==> config.mk <==
export PLATFORM = sky130hd
export DESIGN_NAME = control_unit
export DESIGN_NICKNAME = d
export VERILOG_FILES = /design/src/rtl/cpu_pkg.sv /design/src/rtl/alu_4bit.sv /design/src/rtl/control_unit.sv
export SDC_FILE = /design/constraint.sdc
export NUM_CORES = 1
export LEC_CHECK = 0
export ABC_CLOCK_PERIOD_IN_PS = 2400
export CAP_MARGIN = 20
export CORE_UTILIZATION = 51
export DETAILED_ROUTE_END_ITERATION = 16
export PLACE_DENSITY = 0.83
export SLEW_MARGIN = 20
export SYNTH_ARGS = -nofsm -noshare
export SYNTH_HDL_FRONTEND = slang
export SYNTH_SLANG_ARGS = --single-unit
==> constraint.sdc <==
create_clock -name clk -period 2.4 [get_ports clk]
set_input_delay 0.48 -clock clk [delete_from_list [all_inputs] [get_ports clk]]
set_output_delay 0.48 -clock clk [all_outputs]
set_load 0.01 [all_outputs]
==> src/rtl/cpu_pkg.sv <==
// Shared definitions for the 4-bit CPU sequencer: opcodes, FSM states, instruction fields.
// Latency: n/a (types and constants only).
// Backpressure: n/a.
package cpu_pkg;

  // Instruction word layout: [7:5] opcode, [4] destination, [3:0] imm/addr
  localparam int OPC_HI = 7;
  localparam int OPC_LO = 5;
  localparam int DST_BIT = 4;
  localparam int IMM_HI = 3;
  localparam int IMM_LO = 0;

  typedef enum logic [2:0] {
    OP_NOP  = 3'b000,
    OP_LDI  = 3'b001,
    OP_MOV  = 3'b010,
    OP_ADD  = 3'b011,
    OP_SUB  = 3'b100,
    OP_AND  = 3'b101,
    OP_JZ   = 3'b110,
    OP_HALT = 3'b111
  } opcode_t;

  typedef enum logic [1:0] {
    FETCH  = 2'd0,
    DECODE = 2'd1,
    EXEC   = 2'd2,
    HALTED = 2'd3
  } state_t;

  function automatic opcode_t instr_op(input logic [7:0] ir);
    return opcode_t'(ir[OPC_HI:OPC_LO]);
  endfunction

endpackage

==> src/rtl/alu_4bit.sv <==
// Combinational 4-bit ALU for ADD/SUB/AND; any other opcode passes b through.
// Latency: 0 cycles (pure combinational).
// Backpressure: none.
// Ports: a, b - operands; op - opcode; result - 4-bit result; carry - ADD carry-out or SUB borrow.
module alu_4bit
  import cpu_pkg::*;
(
  input  logic [3:0] a,
  input  logic [3:0] b,
  input  opcode_t    op,
  output logic [3:0] result,
  output logic       carry
);

  logic [4:0] sum5;
  logic [4:0] diff5;

  always_comb begin
    sum5   = {1'b0, a} + {1'b0, b};
    // Bit 4 of the 5-bit difference is set exactly when a < b (borrow)
    diff5  = {1'b0, a} - {1'b0, b};
    result = b;
    carry  = 1'b0;
    case (op)
      OP_ADD: begin
        result = sum5[3:0];
        carry  = sum5[4];
      end
      OP_SUB: begin
        result = diff5[3:0];
        carry  = diff5[4];
      end
      OP_AND: begin
        result = a & b;
      end
      default: begin
        result = b;
        carry  = 1'b0;
      end
    endcase
  end

endmodule

==> src/rtl/control_unit.sv <==
// Multi-cycle fetch/decode/execute sequencer driving a 2x4-bit register file.
// Latency: 3 cycles for LDI/MOV/ALU, 2 for NOP/JZ, plus one per fetch wait cycle.
// Backpressure: holds instr_req and PC in FETCH until instr_ack; no other stalls.
// Ports: clk/reset (sync, active-high); instr_req/instr_addr/instr_ack/instr_data fetch port;
//        rf_we/rf_write_sel/rf_write_data write port, rf_read_sel/rf_read_data read port;
//        flag_zero/flag_carry status flags; halted after HALT.
module control_unit
  import cpu_pkg::*;
#(
  parameter int unsigned        PC_W     = 4,
  parameter logic [PC_W-1:0]    RESET_PC = '0
) (
  input  logic            clk,
  input  logic            reset,
  output logic            instr_req,
  output logic [PC_W-1:0] instr_addr,
  input  logic            instr_ack,
  input  logic [7:0]      instr_data,
  output logic            rf_we,
  output logic            rf_write_sel,
  output logic            rf_read_sel,
  output logic [3:0]      rf_write_data,
  input  logic [3:0]      rf_read_data,
  output logic            flag_zero,
  output logic            flag_carry,
  output logic            halted
);

  state_t          state_q, state_d;
  logic [PC_W-1:0] pc_q, pc_d;
  logic [7:0]      ir_q, ir_d;
  logic [3:0]      opa_q, opa_d;
  logic            zero_q, zero_d;
  logic            carry_q, carry_d;

  opcode_t         op;
  logic            dst;
  logic [3:0]      imm;
  logic [3:0]      alu_result;
  logic            alu_carry;
  logic [3:0]      exec_result;

  assign op  = instr_op(ir_q);
  assign dst = ir_q[DST_BIT];
  assign imm = ir_q[IMM_HI:IMM_LO];

  // Operand A is R0 latched in DECODE; operand B is whatever the read port shows in EXEC
  alu_4bit u_alu (
    .a      (opa_q),
    .b      (rf_read_data),
    .op     (op),
    .result (alu_result),
    .carry  (alu_carry)
  );

  always_comb begin
    state_d       = state_q;
    pc_d          = pc_q;
    ir_d          = ir_q;
    opa_d         = opa_q;
    zero_d        = zero_q;
    carry_d       = carry_q;
    instr_req     = 1'b0;
    rf_we         = 1'b0;
    rf_write_sel  = 1'b0;
    rf_write_data = 4'd0;
    rf_read_sel   = 1'b0;
    exec_result   = (op == OP_LDI) ? imm : alu_result;

    case (state_q)
      FETCH: begin
        instr_req = 1'b1;
        if (instr_ack) begin
          ir_d    = instr_data;
          pc_d    = pc_q + PC_W'(1);
          state_d = DECODE;
        end
      end
      DECODE: begin
        rf_read_sel = 1'b0;
        opa_d       = rf_read_data;
        case (op)
          OP_NOP:  state_d = FETCH;
          OP_JZ: begin
            if (zero_q) pc_d = PC_W'(imm);
            state_d = FETCH;
          end
          OP_HALT: state_d = HALTED;
          default: state_d = EXEC;
        endcase
      end
      EXEC: begin
        // MOV reads the other register; everything else reads R1 as operand B
        rf_read_sel   = (op == OP_MOV) ? ~dst : 1'b1;
        rf_we         = 1'b1;
        rf_write_sel  = dst;
        rf_write_data = exec_result;
        zero_d        = (exec_result == 4'd0);
        if (op == OP_ADD || op == OP_SUB) carry_d = alu_carry;
        state_d       = FETCH;
      end
      HALTED: begin
        state_d = HALTED;
      end
      default: state_d = FETCH;
    endcase

    // Reset masks every request/write strobe in the same cycle, so an EXEC
    // interrupted by reset never reaches the register file.
    if (reset) begin
      instr_req     = 1'b0;
      rf_we         = 1'b0;
      rf_write_sel  = 1'b0;
      rf_write_data = 4'd0;
      rf_read_sel   = 1'b0;
    end
  end

  always_ff @(posedge clk) begin
    if (reset) begin
      state_q <= FETCH;
      pc_q    <= RESET_PC;
      ir_q    <= 8'd0;
      opa_q   <= 4'd0;
      zero_q  <= 1'b0;
      carry_q <= 1'b0;
    end else begin
      state_q <= state_d;
      pc_q    <= pc_d;
      ir_q    <= ir_d;
      opa_q   <= opa_d;
      zero_q  <= zero_d;
      carry_q <= carry_d;
    end
  end

  assign instr_addr = pc_q;
  assign flag_zero  = zero_q;
  assign flag_carry = carry_q;
  assign halted     = (state_q == HALTED) && !reset;

endmodule

Word-level counts from Yosys, hierarchy flattened:

Index checks and enable logic that the tools add are counted.

* register bits: 20
* bits in latches: 0
* memory bits (writable): 0
* bits in read-only memories: 0
* bits of input ports: 15
* memories kept: 0

* $add $sub $neg: 3
* $mul: 0
* div/mod/pow operators: 0
* order comparisons: 0
* equality and inequality tests: 13
* shift operators: 0
* multiplexer cells: 21
* bitwise operators: 2
* reduce and logical (&&, ||, !) cells: 11

Operators with widths (number)
* 4-bit two-way mux: 6
* 3-bit == test (second input constant): 4
* 4-bit case mux with 3 select lines: 1
* 1-bit two-way mux: 9
* 2-bit case mux with 4 select lines: 1
* 4-bit case mux with 2 select lines: 1
* 3-bit by 2-bit == test with 1-bit output (second input constant): 2
* 2-bit inequality test (second input constant): 3
* 4-bit by 4-bit adder with 5-bit output: 1
* 4-bit by 4-bit subtractor with 5-bit output: 1
* 4-bit by 1-bit adder with 4-bit output (second input constant): 1
* 4-bit bitwise AND: 1
* 2-bit == test (second input constant): 2
* 4-bit zero test: 1
* 2-bit case mux with 2 select lines: 1
* 2-bit AND reduction: 2
* 4-bit AND reduction: 1
* 3-bit by 1-bit == test with 1-bit output (second input constant): 1
* 3-bit zero test: 1
* 2-bit by 1-bit == test with 1-bit output (second input constant): 1
* 2-bit zero test: 1
* 2-bit two-way mux: 1
* 1-bit case mux with 2 select lines: 1
* 2-bit nonzero test: 1
* 5 further kinds: 5

Depth between registers and ports, before layout:

Gate-level depths: netlist of the first run.

* depth in word-level cells: 5
* gate-level depth with buffers: 9
* mapped depth without buffers: 9

By module:

From an unflattened synthesis of the first run, not the netlist that was laid out.

* cells, all modules: 185
* area total of the unflattened synthesis: 1488.9 um^2

By module, submodules not included
* control_unit: instances 1, cells each 116, area each 999.7 um^2, seq. area each 400.4 um^2
* alu_4bit: instances 1, cells each 69, area each 489.2 um^2, seq. area each 0.0 um^2

Worst setup path after synthesis of the first run:

No wires, ideal clock.

* path kind: input port to output port
* start point: input rf_read_data[2]
* end point: output rf_write_data[3]
* data arrival time: 1.815 ns
* required time: 1.920 ns
* slack: 0.105 ns
* stages: 8
* path buffers: 1
* path through: inv_1 > ha_1 > buf_2 > a21oi_1 > a2111o_1 > a31oi_1 > a311oi_1 > nor2_1

* cells in the longest elaborated chain, start to end: 5
* elaborated cells on any way between the ends: 6

RTL lines
* from (decl): line control_unit.sv:23 `input logic [3:0] rf_read_data,`
* 4-bit by 4-bit subtractor with 5-bit output or 4-bit by 4-bit adder with 5-bit output (tied branches): line alu_4bit.sv:21, alu_4bit.sv:19
* 4-bit case mux with 3 select lines *: line alu_4bit.sv:24 `case (op)`
* 4-bit two-way mux *: line control_unit.sv:68 `exec_result = (op == OP_LDI) ? imm : alu_result;`
* 4-bit two-way mux *: line control_unit.sv:70 `case (state_q)`
* 4-bit two-way mux *: line control_unit.sv:110 `if (reset) begin`
* to (decl): line control_unit.sv:22 `output logic [3:0] rf_write_data,`

Every way passes the cells marked *; elsewhere a longest branch is shown, timed or not.

Final worst setup path of the first run:

* start point: register opa_q[0]
* end point: output rf_write_data[1]

* cells in the longest elaborated chain, start to end: 5
* elaborated cells on any way between the ends: 6

RTL lines
* from (decl): line control_unit.sv:32 `logic [3:0] opa_q, opa_d;`
* from (signal assigned): line control_unit.sv:131 `opa_q <= opa_d;`
* 4-bit by 4-bit subtractor with 5-bit output or 4-bit by 4-bit adder with 5-bit output (tied branches): line alu_4bit.sv:21, alu_4bit.sv:19
* 4-bit case mux with 3 select lines *: line alu_4bit.sv:24
* 4-bit two-way mux *: line control_unit.sv:68
* 4-bit two-way mux *: line control_unit.sv:70
* 4-bit two-way mux *: line control_unit.sv:110

Marks and branches as above.

==> results.yml, run 1 <==
run_status:
  status: "complete, but fails checks"
  violations: "negative setup slack"
sta:
  holdWs_ns: 0.518
  worst_pin_slew_ns: 0.738
  fin_skew_ns: 0.00794
  maxSlewHeadroom: 0.507
  maxSlewViolCount: 0
  hold_violations: 0
  period_share: 1.08
  period_needed_ns: 2.59
  rsz0062_at_grt: "yes"
  fmaxAchievable_mhz: 386
  layout_setup_ws_ns: -0.189
  setup_viol: 4
finish:
  final_common_cell: "buf_4"
  diodes: 0
  final_nets: 273
  utilization: 0.822
  area_growth_pct: 47.6
  layout_common_cells: "buf_4 (40), nor2_1 (22), clkdlybuf4s50_1 (21), nand2_1 (19), dfxtp_1 (19)"
  num-fill-cells: 176
  drive_gt1_frac: 0.282
setup_path:
  critPathLaunchType: "flip-flop"
  crit_chain: "inv_2 > ha_4 > inv_2 > fa_1 > mux2i_1 > or2_1 > a32o_2 > a21oi_2 > buf_2"
  cp_top_family: "adder cells"
  worst-path-buf-inv: 3
  worstPathArrival_ns: 2.11
  end_kind: "output port"
  cp.required_ns: 1.92
  cpMostUsedCell: "inv_2"
  cp_slowest_cell: "fa_1"
  worst_path_largest_cell_delay_ns: 0.47
  cp_max_fo: 2
  worst-setup-path-type: "reg -> out"
drt:
  ant_nets: 0
  detail_route.first_pass.iterations: 4
  via_per_inst: 5.63
  wl_per_cell_um: 15.2
  drt_iter0_drc: 36
  vias: 1547
  routed_wl_um: 4180
  drt_drc_violations_left: 0
global_route:
  grt.total_usage: 0.290
  antenna_found_initial: 0
  overflow: 0
  grt_start_max_net_pins: 20
  grt_pass1_wl_um: 6230
  grt_pass1_vias: 1414
clock_tree:
  cts.sinks: 20
  cts_max_level: 1
  clk_pin_slew_ns: 0.11
  clk_path_buf_depth: 2
  cts_root_buffer: "clkbuf_4"
  cts_inserted_buffers: 3
  cts_tree: "built"
  clk_latency_ns: 0.30
floorplanning:
  core_area_mm2: 0.00257
  initial_core_util: 0.557
  io_pins: 30
  die_w_um: 54.9
  die_h_um: 54.9
  num_rows: 18
  die_area_mm2: 0.00302
hold_path:
  hold_path.class: "reg -> reg"
yosys:
  synth_cell_types: 42
  synth_area_per_cell_um2: 7.81
  synth_cells: 183
  ys_seq_elements: 20
  syn_area_mm2: 0.00143
  yosysSeqAreaShare: 0.280
  ys_warn_count: 0
  synth.net_count: 209
placed_design:
  gp_congestion: 0.868
  portBuffers: 29
  post-dp-hpwl_um: 3050
job:
  max-cap-violations: 0
pwr:
  p_per_area_mw_per_mm2: 389
  ir_drop_uv: 323
  p_leak_nw: 0.930
-- layout make-up --
class / count / area [um2] / area share
clock buffer: 3 / 22.5 / 0.0107
inverter: 12 / 45.0 / 0.0214
multi-input combinational: 139 / 1010 / 0.479
sequential: 20 / 402 / 0.190
tap: 30 / 37.5 / 0.0178
timing repair buffer: 71 / 593 / 0.281
-- state kept, by name (all words and copies together) (netlist names) --
register and flops:
opa_q 4, flag_carry 1, ir_q 8, instr_addr 4, flag_zero 1, state_q 2
-- synthesized netlist by cell type, drive strengths merged --
master | number | area, um2
nor2 | 22 | 82.6
dfxtp | 20 | 400
nand2 | 20 | 75.1
a21oi | 17 | 85.1
inv | 12 | 45.0
buf | 9 | 55.0
ha | 9 | 113
mux2i | 9 | 90.1
nor2b | 8 | 50.1
nand2b | 5 | 31.3
o21ai | 5 | 25.0
a211oi | 4 | 35.0
nand3b | 4 | 30.0
and2 | 3 | 18.8
clkbuf | 3 | 11.3
a21o | 2 | 15.0
a311oi | 2 | 17.5
a31oi | 2 | 12.5
a32o | 2 | 20.0
and3 | 2 | 12.5
fa | 2 | 40.0
nand3 | 2 | 10.0
nor3b | 2 | 15.0
o311ai | 2 | 17.5
o31ai | 2 | 15.0
or2 | 2 | 12.5
xor2 | 2 | 17.5
a2111o | 1 | 11.3
a41oi | 1 | 8.76
and4 | 1 | 8.76
nand4 | 1 | 6.26
nor3 | 1 | 5.00
o2111ai | 1 | 8.76
o311a | 1 | 10.0
o41ai | 1 | 8.76
xnor2 | 1 | 8.76
-- per-layer routing --
metal	share of wire	GRT usage	up-vias
met5	0	0	-
met3	0.042	0.0328	12
met1	0.44	0.352	729
met4	0.022	0.0708	0
met2	0.50	0.538	47
li1	-	-	759
-- through the flow --
step / cell area [um2] / setup slack [ns] / std cells / total power, mW / TNS [ns]
floorplan: 1430 / 0.105 / 183 / 0.513 / 0
global placement: 1920 / -0.888 / 260 / 0.613 / -3.50
detailed placement: 1920 / -0.940 / 260 / 0.623 / -3.78
CTS: 2080 / -0.256 / 273 / 0.815 / -0.657
global route: 2110 / -0.288 / 275 / 0.860 / -1.08
finish: 2110 / -0.189 / 275 / 0.821 / -0.624
-- where the power goes --
part | leakage [nW] | total, mW | internal, mW | switching (mW)
clock | 0.0138 | 0.164 | 0.0585 | 0.105
sequential | 0.164 | 0.371 | 0.350 | 0.0207
combinational | 0.752 | 0.286 | 0.152 | 0.134
total | 0.930 | 0.821 | 0.561 | 0.260
-- what timing repair did --
item / in CTS / in global routing
setup buffers: 10 / 2
resized for setup: 39 / 5
hold buffers: 0 / 0
endpoints found under the hold margin: 0 / 0
pin swaps: 15 / 12
endpoints found under the setup margin: 4 / 7
-- worst register-to-register path, cell delays in order, from the launching register on --
cell      delay [ns]
dfxtp_2         0.34
buf_4           0.12
buf_6           0.11
ha_4            0.16
buf_4           0.13
nor2b_1         0.11
o311ai_1        0.10
buf_4           0.16
buf_4           0.12
buf_4           0.12
buf_4           0.12
buf_4           0.12
buf_4           0.13
buf_4           0.12
a21oi_1         0.12
and4_1          0.22
a32o_1          0.13
-- logic make-up (layout without fill, tap and decap cells) --
group,after synthesis,after routing,share of synthesized area
compound gates,43,43,0.203
xor+xnor,3,3,0.0184
fa+ha+maj,11,11,0.107
buf+inv,24,86,0.0779
flops,20,20,0.280
mux,9,9,0.0630
simple gates,73,73,0.250
-- path summary, 6_finish.rpt --
kind | startpoint | to | slack [ns] | cells after the start
max | opa_q[0] | rf_write_data[1] | -0.19 | 9
min | instr_addr[2] | instr_addr[2] | 0.52 | 2
max reg2reg | opa_q[0] | flag_zero | -0.07 | 16
min reg2reg | instr_addr[2] | instr_addr[2] | 0.52 | 2
No activity file was read; power rests on OpenSTA's default activity.
==> inputs of run 2 (changes only) <==
Settings changed: REMOVE_ABC_BUFFERS set to 1.
==> run 2 against run 1 <==
Against the previous run: the flow still finishes with violations (negative setup slack); setup slack got worse by 0.11 ns; sequential power rose by 2%; clock power grew 79%; first-iteration DRC count rose by 33%; clock skew is 0.0062 ns higher; die area is the same; critical endpoint unchanged; largest power group unchanged.
==> results.yml, run 2 (synthesis results as in run 1) <==
clock_tree:
  clk_pin_slew_ns: 0.14
  cts.sinks: 20
  cts_inserted_buffers: 3
  cts_max_level: 1
  clk_path_buf_depth: 2
  cts_tree: "built"
  cts_root_buffer: "clkbuf_4"
  clk_latency_ns: 0.32
  hold_buffers: 0
job:
  max-cap-violations: 0
sta:
  layout_setup_ws_ns: -0.303
  tns_ns: -0.633
  fin_skew_ns: 0.0141
  worst_pin_slew_ns: 0.397
  rsz0062_at_grt: "yes"
  fmaxAchievable_mhz: 370
  holdWs_ns: 0.528
  maxSlewHeadroom: 0.734
  hold_violations: 0
  period_share: 1.13
  period_needed_ns: 2.70
  maxSlewViolCount: 0
  setup_viol: 4
setup_path:
  cp_slowest_cell: "fa_1"
  ff2ff_path_depth: 9
  worst-setup-path-type: "reg -> out"
  r2r_setup_slack_ns: 0.28
  r2r_start: "opa_q[0]"
  cp_max_fo: 2
  critPathLaunchType: "flip-flop"
  worst_path_largest_cell_delay_ns: 0.47
  cp_top_family: "adder cells"
  cpMostUsedCell: "inv_2"
  crit_chain: "inv_2 > ha_4 > inv_2 > fa_1 > mux2i_1 > or2_1 > a32o_2 > a21oi_2 > buf_2"
  worst-path-buf-inv: 3
  end_kind: "output port"
  r2r_end: "flag_zero"
  worstPathArrival_ns: 2.22
  cp.required_ns: 1.92
drt:
  routed_wl_um: 4730
  ant_nets: 0
  drt_iter0_drc: 48
  vias: 1594
  drt_drc_violations_left: 0
  wl_met3_um: 259
  via_per_inst: 5.84
  routed.top_layer: "met4"
  wl_per_cell_um: 17.3
  wl_met1_um: 1890
  dr_wl_met2_um: 2430
  detail_route.first_pass.iterations: 4
finish:
  diodes: 0
  area_growth_pct: 50.9
  largest_reg_flops: 8
  final_cells: 273
  layout_common_cells: "buf_4 (39), nor2_1 (22), clkdlybuf4s50_1 (21), nand2_1 (19)"
  final_nets: 270
  final_common_cell: "buf_4"
  drive_gt1_frac: 0.309
  top_register: "ir_q"
  postLayoutCellArea_mm2: 0.00216
global_route:
  grt_start_max_net_pins: 20
  grt_pass1_vias: 1457
  grt_pass1_wl_um: 6840
  overflow: 0
  antenna_found_initial: 0
  grt.total_usage: 0.323
hold_path:
  hp-start: "ir_q[0]"
  hold_path_end: "instr_addr[0]"
  hold_path.class: "reg -> reg"
  holdPathStages: 2
pwr:
  p_per_area_mw_per_mm2: 449
  p_leak_nw: 0.917
  finalPower_mw: 0.969
  ir_drop_uv: 518
placed_design:
  gp_congestion: 0.925
  place_inst: 267
  post-dp-hpwl_um: 3230
  placed_area_mm2: 0.00197
  portBuffers: 29
floorplanning:
  die_area_mm2: 0.00302
  die_w_um: 54.9
  core_area_mm2: 0.00257
  num_rows: 18
  initial_core_util: 0.557
  io_pins: 30
  die_h_um: 54.9
run_status:
  violations: "negative setup slack"
  status: "complete, but fails checks"
-- run 2: final cells by class --
class	count	area, um2
Clock buffer	3	22.5
Fill cell	151	412
Tap cell	30	37.5
Sequential cell	20	405
Clock inverter	1	30.0
Multi-Input combinational cell	139	1040
Inverter	12	45.0
Timing Repair Buffer	68	571
-- run 2: through the flow --
stage,utilization,setup slack (ns)
floorplan,-,0.105
global placement,0.767,-0.913
detailed placement,0.767,-0.957
CTS,0.827,-0.279
global route,0.840,-0.354
finish,0.840,-0.303
-- run 2: worst register-to-register path, stage by stage (launching register included) --
cell	delay [ns]
dfxtp_2	0.35
inv_2	0.07
ha_4	0.14
inv_2	0.03
fa_1	0.47
mux2i_1	0.08
or2_1	0.22
a32o_2	0.26
and4_1	0.19
a32o_1	0.21
-- run 2: where the power goes --
part | switching [mW] | leakage [nW] | internal, mW | total [mW]
clock | 0.125 | 0.0279 | 0.169 | 0.294
sequential | 0.0261 | 0.165 | 0.351 | 0.377
combinational | 0.142 | 0.724 | 0.155 | 0.297
-- run 2: per-layer routing --
metal | up-vias | global-route usage
met1 | 746 | 0.384
met3 | 18 | 0.0492
met2 | 75 | 0.568
met4 | 0 | 0.146
li1 | 755 | -
met5 | - | 0
-- run 2: worst max path at each step --
stage / start / to / slack (ns) / depth (start not counted)
6_report: opa_q[0] / rf_write_data[1] / -0.30 / 9
5_1_grt: opa_q[0] / rf_write_data[1] / -0.35 / 9
2_1_floorplan: rf_read_data[2] / rf_write_data[3] / 0.10 / 7
3_5_place_dp: rf_read_data[2] / rf_write_data[3] / -0.96 / 9
3_3_place_gp: rf_read_data[0] / rf_write_data[1] / -0.91 / 9
4_1_cts: opa_q[0] / rf_write_data[1] / -0.28 / 9
-- run 2: timing repair --
action                     4_1_cts  5_1_grt
pin swaps                       14        7
gates resized for setup         46        7
buffers inserted                 4        0
setup endpoints to repair        4        6
